## src/rtl/top_level.sv

```systemverilog
// Half-precision float to signed 8.8 fixed-point converter. The operand is read
// from data memory bytes 5:4 and the result is written back to bytes 7:6.
module data_mem (
    input  logic        clk,
    input  logic [7:0]  raddr,
    output logic [15:0] rdata,
    input  logic        we,
    input  logic [7:0]  waddr,
    input  logic [15:0] wdata
);
    // Not reset: contents survive reset so software-placed operands stay put.
    logic [7:0] mem_core [0:255];

    assign rdata = {mem_core[raddr + 8'd1], mem_core[raddr]};

    always_ff @(posedge clk) begin
        if (we) begin
            mem_core[waddr]        <= wdata[7:0];
            mem_core[waddr + 8'd1] <= wdata[15:8];
        end
    end
endmodule

module top_level (
    input  logic clk,
    input  logic reset,
    input  logic start,
    output logic ack
);
    localparam logic [7:0] OP_ADDR  = 8'd4;
    localparam logic [7:0] RES_ADDR = 8'd6;

    typedef enum logic [2:0] {IDLE, LOAD, CONVERT, STORE, DONE} state_t;

    state_t      state;
    logic [15:0] operand;
    logic [15:0] result;
    logic [15:0] rdata;
    logic [15:0] conv;
    logic [15:0] mant;
    logic [15:0] mag;
    logic [4:0]  expo;
    logic        we;

    assign we = (state == STORE);

    data_mem dm (
        .clk   (clk),
        .raddr (OP_ADDR),
        .rdata (rdata),
        .we    (we),
        .waddr (RES_ADDR),
        .wdata (result)
    );

    // Binary point sits 8 bits up, so the implicit one lands at bit 8 when
    // the unbiased exponent is 0, i.e. the mantissa shifts by (e - 17).
    always_comb begin
        expo = operand[14:10];
        mant = {5'd0, 1'b1, operand[9:0]};
        mag  = '0;
        conv = '0;
        if (expo == 5'd0) begin
            conv = '0;
        end else if (expo >= 5'd22) begin
            conv = operand[15] ? 16'h8000 : 16'h7FFF;
        end else begin
            if (expo >= 5'd17)
                mag = mant << (expo - 5'd17);
            else
                mag = mant >> (5'd17 - expo);
            conv = operand[15] ? (16'd0 - mag) : mag;
        end
    end

    always_ff @(posedge clk or posedge reset) begin
        if (reset) begin
            state   <= IDLE;
            ack     <= 1'b0;
            operand <= '0;
            result  <= '0;
        end else begin
            case (state)
                IDLE: begin
                    if (start) state <= LOAD;
                end
                LOAD: begin
                    operand <= rdata;
                    state   <= CONVERT;
                end
                CONVERT: begin
                    result <= conv;
                    state  <= STORE;
                end
                STORE: begin
                    state <= DONE;
                    ack   <= 1'b1;
                end
                DONE: begin
                    if (start) begin
                        ack   <= 1'b0;
                        state <= LOAD;
                    end
                end
                default: begin
                    state <= IDLE;
                    ack   <= 1'b0;
                end
            endcase
        end
    end
endmodule

```

## config.mk

```make
export PLATFORM = sky130hd
export DESIGN_NAME = top_level
export DESIGN_NICKNAME = d
export VERILOG_FILES = /design/src/rtl/top_level.sv
export SDC_FILE = /design/constraint.sdc
export NUM_CORES = 1
export LEC_CHECK = 0
export ABC_AREA = 0
export BUFFER_PORTS_ARGS = -buffer_cell sky130_fd_sc_hd__buf_4
export CAP_MARGIN = 5
export CORE_AREA = 3 3 40 42
export DETAILED_ROUTE_END_ITERATION = 6
export DIE_AREA = 0 0 43 45
export SYNTH_ARGS = -nofsm -noshare
export SYNTH_HDL_FRONTEND = slang
export SYNTH_HIERARCHICAL = 1
export SYNTH_SLANG_ARGS = --single-unit
```

## constraint.sdc

```tcl
create_clock -name clk -period 2.01 [get_ports clk]
set_clock_uncertainty 0.05 [all_clocks]
set_input_delay 0.201 -clock clk [delete_from_list [all_inputs] [get_ports clk]]
set_output_delay 0.201 -clock clk [all_outputs]
set_load 0.02 [all_outputs]
```

### Yosys cells after proc, flatten, opt, wreduce, memory -nomap -nowiden

Cells that the tools add are included.

| storage, ports and cells | value |
|---|---|
| flip-flop bits (word level) | 4 |
| input bits | 3 |
| output and inout port bits | 1 |
| word-level logic and storage cells | 17 |

| cells by class | value |
|---|---|
| eq/ne operators | 6 |
| muxes and demuxes | 4 |
| bitwise gates (word level) | 1 |
| reduce and logical (&&, ||, !) cells | 4 |

Operator list:

| kind | count |
|---|---|
| $pmux W3 S4 | 1 |
| $eq A3 B2 Y1 const B | 2 |
| $eq A3 B1 Y1 const B | 1 |
| $eq A3 B3 Y1 const B | 1 |
| $logic_not A3 Y1 | 1 |
| $mux W3 | 1 |
| $pmux W1 S3 | 1 |
| $reduce_or A3 Y1 | 1 |
| $ne A2 B1 Y1 const B | 1 |
| $ne A2 B2 Y1 const B | 1 |
| $reduce_and A2 Y1 | 1 |
| $reduce_or A2 Y1 | 1 |
| $mux W1 | 1 |
| $not A1 Y1 | 1 |

### Logic depth before layout (Yosys ltp)

| logic depth | value |
|---|---|
| depth in word-level cells | 4 |
| depth in mapped cells | 2 |
| depth with buffers taken out | 2 |

### Worst setup path after synthesis

OpenSTA, ideal clock, no wires.

| timing path | value |
|---|---|
| path kind | register to register |
| from | register state[1] |
| to | register state[2] |
| library setup time | 0.083 ns |
| arrival | 0.967 ns |
| required time | 1.877 ns |
| setup slack | 0.911 ns |
| cell stages (with the launch flop) | 3 |
| buffers on the path | 0 |
| clock period less this slack | 1.099 ns |
| cell sequence | dfrtp_1 > or4b_1 > o21ai_0 |

| between the ends | value |
|---|---|
| longest elaborated chain between the ends | 3 |
| elaborated cells between the ends (all ways) | 8 |
| those cells by class | eq/ne (5); mux (1); reduce/logical (2) |

RTL lines:

| item | RTL line | text |
|---|---|---|
| start: declaration | 35 | `state_t state;` |
| start signal: assignment | 78 | `state <= IDLE;` |
| start signal: assignment | 85 | `if (start) state <= LOAD;` |
| start signal: assignment | 89 | `state <= CONVERT;` |
| $eq A3 B3 Y1 / $logic_not A3 Y1 (equally long branches) | 83 | `case (state)` |
| $reduce_or A2 Y1 (no line) | n/a |  |
| $pmux W3 S4 / $ne A2 B1 Y1 (equally long branches) | n/a |  |

Parallel ways exist; a longest one is shown, timed or not.
A chain may end at the register's enable or synchronous reset.

### Worst setup path in the final report

Ends and elaborated chain as after synthesis.

==> impl_metrics.json <==
{
  "max_stage_delay_ns": 0.53,
  "final_max_slew_viol_count": 0,
  "fp.dieH_um": 45,
  "cp_cell_sequence": "or4b_1 -> o21ai_0",
  "clock-root-buffer": "clkbuf_4",
  "hp-start": "start",
  "worstReg2RegStart": "state[1]",
  "grt_pass1_vias": 134,
  "coreArea_sq_um": 1285,
  "worstSetupPathType": "reg -> reg",
  "syn_area_per_cell_sq_um": 11.34,
  "clk_path_buf_depth": 2,
  "vias": 130,
  "syn_to_final_growth_pct": 43.38,
  "ys_types": 12,
  "start_kind": "register",
  "critPathMaxFanout": 6,
  "worstPathArrival_ns": 1.26,
  "drt-wirelength-per-cell_um": 8.757,
  "via_per_inst": 3.514,
  "num_rows": 13,
  "period_minus_slack_ns": 1.163,
  "ant_nets": 0,
  "cts_made_buffers": 3,
  "antenna_found_initial": 0,
  "synth_seq_cells": 4,
  "synth_warnings": 6,
  "p_per_area_nw_per_um2": 1558,
  "leakagePower_nw": 0.1081,
  "hold_path_depth": 3,
  "die_x_um": 43,
  "grt_max_degree": 7,
  "first_iter_violations": 0,
  "finalCritPeriodShare_pct": 57.88,
  "io_buffer_count": 3,
  "nets": 27,
  "synth_area_sq_um": 170.2,
  "status": "finished, final reports clean",
  "htree_levels": 1,
  "peakVddDrop_v": 0.0003880,
  "hold_violations": 0,
  "post_cts_buffers": 0,
  "drv_cap": 0,
  "clkTransAtPathRegs_ns": 0.04,
  "worstRegToRegCells": 2,
  "whs_endpoint": "state[0]",
  "rsz0062_at_grt": "false",
  "hold_class": "in -> reg",
  "finalPower_uw": 380.2,
  "fmax_mhz": 859.6,
  "worstPathRequired_ns": 2.11,
  "max_slew_margin_pct": 86.94,
  "syn_nets": 18,
  "drt_first_pass_iters": 1,
  "start_util_pct": 13.24,
  "cts.sinks": 4,
  "setup-violations-final": 0,
  "regArea_sq_um": 100.1,
  "fill_cells": 141,
  "tightestPinTransition_ns": 0.1942,
  "multi_input_area_sq_um": 66.31,
  "slowest_stage": "or4b_1",
  "tns_ns": 0,
  "grt_usage_pct": 4.682,
  "die_area_sq_um": 1935,
  "insertion_delay_ns": 0.23,
  "grt_overflow": 0,
  "ios": 4,
  "num_antenna_cells": 0,
  "synth-seq-area-share_pct": 58.82,
  "cts_tree": "done",
  "grt_pass1_wl_um": 579,
  "drc": 0,
  "drive_gt1_share_pct": 27.27,
  "place_congestion": 0.7135,
  "r2r-end": "state[2]",
  "syn-instance-count": 15,
  "r2r_slack_ns": 0.85,
  "drt-total-wl_um": 324,
  "cp-end-kind": "register"
}
[synth_stat cells]
cell type  instances  share of area, %
o2bb2ai_1          1               5.1
nand2_1            1               2.2
a21oi_1            1               2.9
nor2_1             1               2.2
o21ai_0            1               2.9
nand2b_1           1               3.7
inv_1              1               2.2
or4b_1             1               5.9
xnor2_1            1               5.1
dfrtp_1            4                59
or2b_1             1               4.4
o31ai_1            1               4.4
[cells by family (layout without fill, tap and decap cells)]
group                     count (synthesis)  after routing  synth area share [%]
AOI/OAI and AO/OA                         4              4                 15.44
xor gates and xnor gates                  1              1                 5.148
and+or+nand+nor                           5              5                 18.38
buffers and inverters                     1              8                 2.204
DFF                                       4              4                 58.83
[critical path: cells and delay by family (launching register included)]
family | cells | cell delay, ns
simple gates | 1 | 0.53
compound gates | 1 | 0.08
flops | 1 | 0.42
[metrics by stage]
step | std cells | hold WS (ns) | setup slack (ns) | utilization, % | area [sq um]
global route | 37 | 0.1966 | 0.7798 | 18.99 | 244.0
finish | 37 | 0.1999 | 0.8466 | 18.99 | 244.0
CTS | 37 | 0.1911 | 0.8309 | 18.99 | 244.0
global placement | 33 | 0.05006 | 0.8718 | 16.46 | 211.5
detailed placement | 33 | 0.05539 | 0.8455 | 16.46 | 211.5
floorplan | 15 | -0.08292 | 0.9106 | - | 170.2
[sequential cells by signal (all words and copies together), names as in the netlist]
name,count
state,3
ack,1
[cell type report]
type | count | area share [%]
multi-input cells | 10 | 27.18
inverters | 1 | 1.538
repair buffers | 4 | 13.33
clock buffers | 3 | 9.231
well taps | 15 | 7.692
flip-flops and latches | 4 | 41.03
[per-layer routing]
layer	vias to the layer above	global-route usage, %	wire (um)
met5	-	0	0
met2	6	4.491	109
met4	0	1.807	0
met1	56	5.610	174
met3	0	5.976	40
li1	68	-	-
[placed cells by master (no fill, tap or decap)]
master,Yosys,routed
clkbuf_4,0,3
a21oi_1,1,1
or2b_1,1,1
xnor2_1,1,1
buf_4,0,3
or4b_1,1,1
o31ai_1,1,1
inv_1,1,1
o21ai_0,1,1
dfrtp_1,4,4
nand2_1,1,1
nor2_1,1,1
nand2b_1,1,1
dlygate4sd3_1,0,1
o2bb2ai_1,1,1
[what timing repair did]
action	4_1_cts	5_1_grt
hold endpoints to repair	4	0
resized for setup	0	0
hold buffers	1	0
[power breakdown]
group | internal [mW] | switching, mW | leakage [nW]
logic | 0.0657 | 0.0469 | 0.0449
clock network | 0.0666 | 0.0293 | 0.0138
registers | 0.123 | 0.0487 | 0.0495
total | 0.255 | 0.125 | 0.108
[how the worst max path moves through the flow]
stage,from,endpoint,slack (ns),cells after the start
finish,state[1],state[2],0.85,2
global route,state[1],state[2],0.78,2
CTS,state[1],state[2],0.83,2
detailed placement,state[1],state[2],0.85,2
global placement,state[1],state[2],0.87,2
floorplan,state[1],state[2],0.91,2
Note: power is estimated with default switching activity, not from simulation.
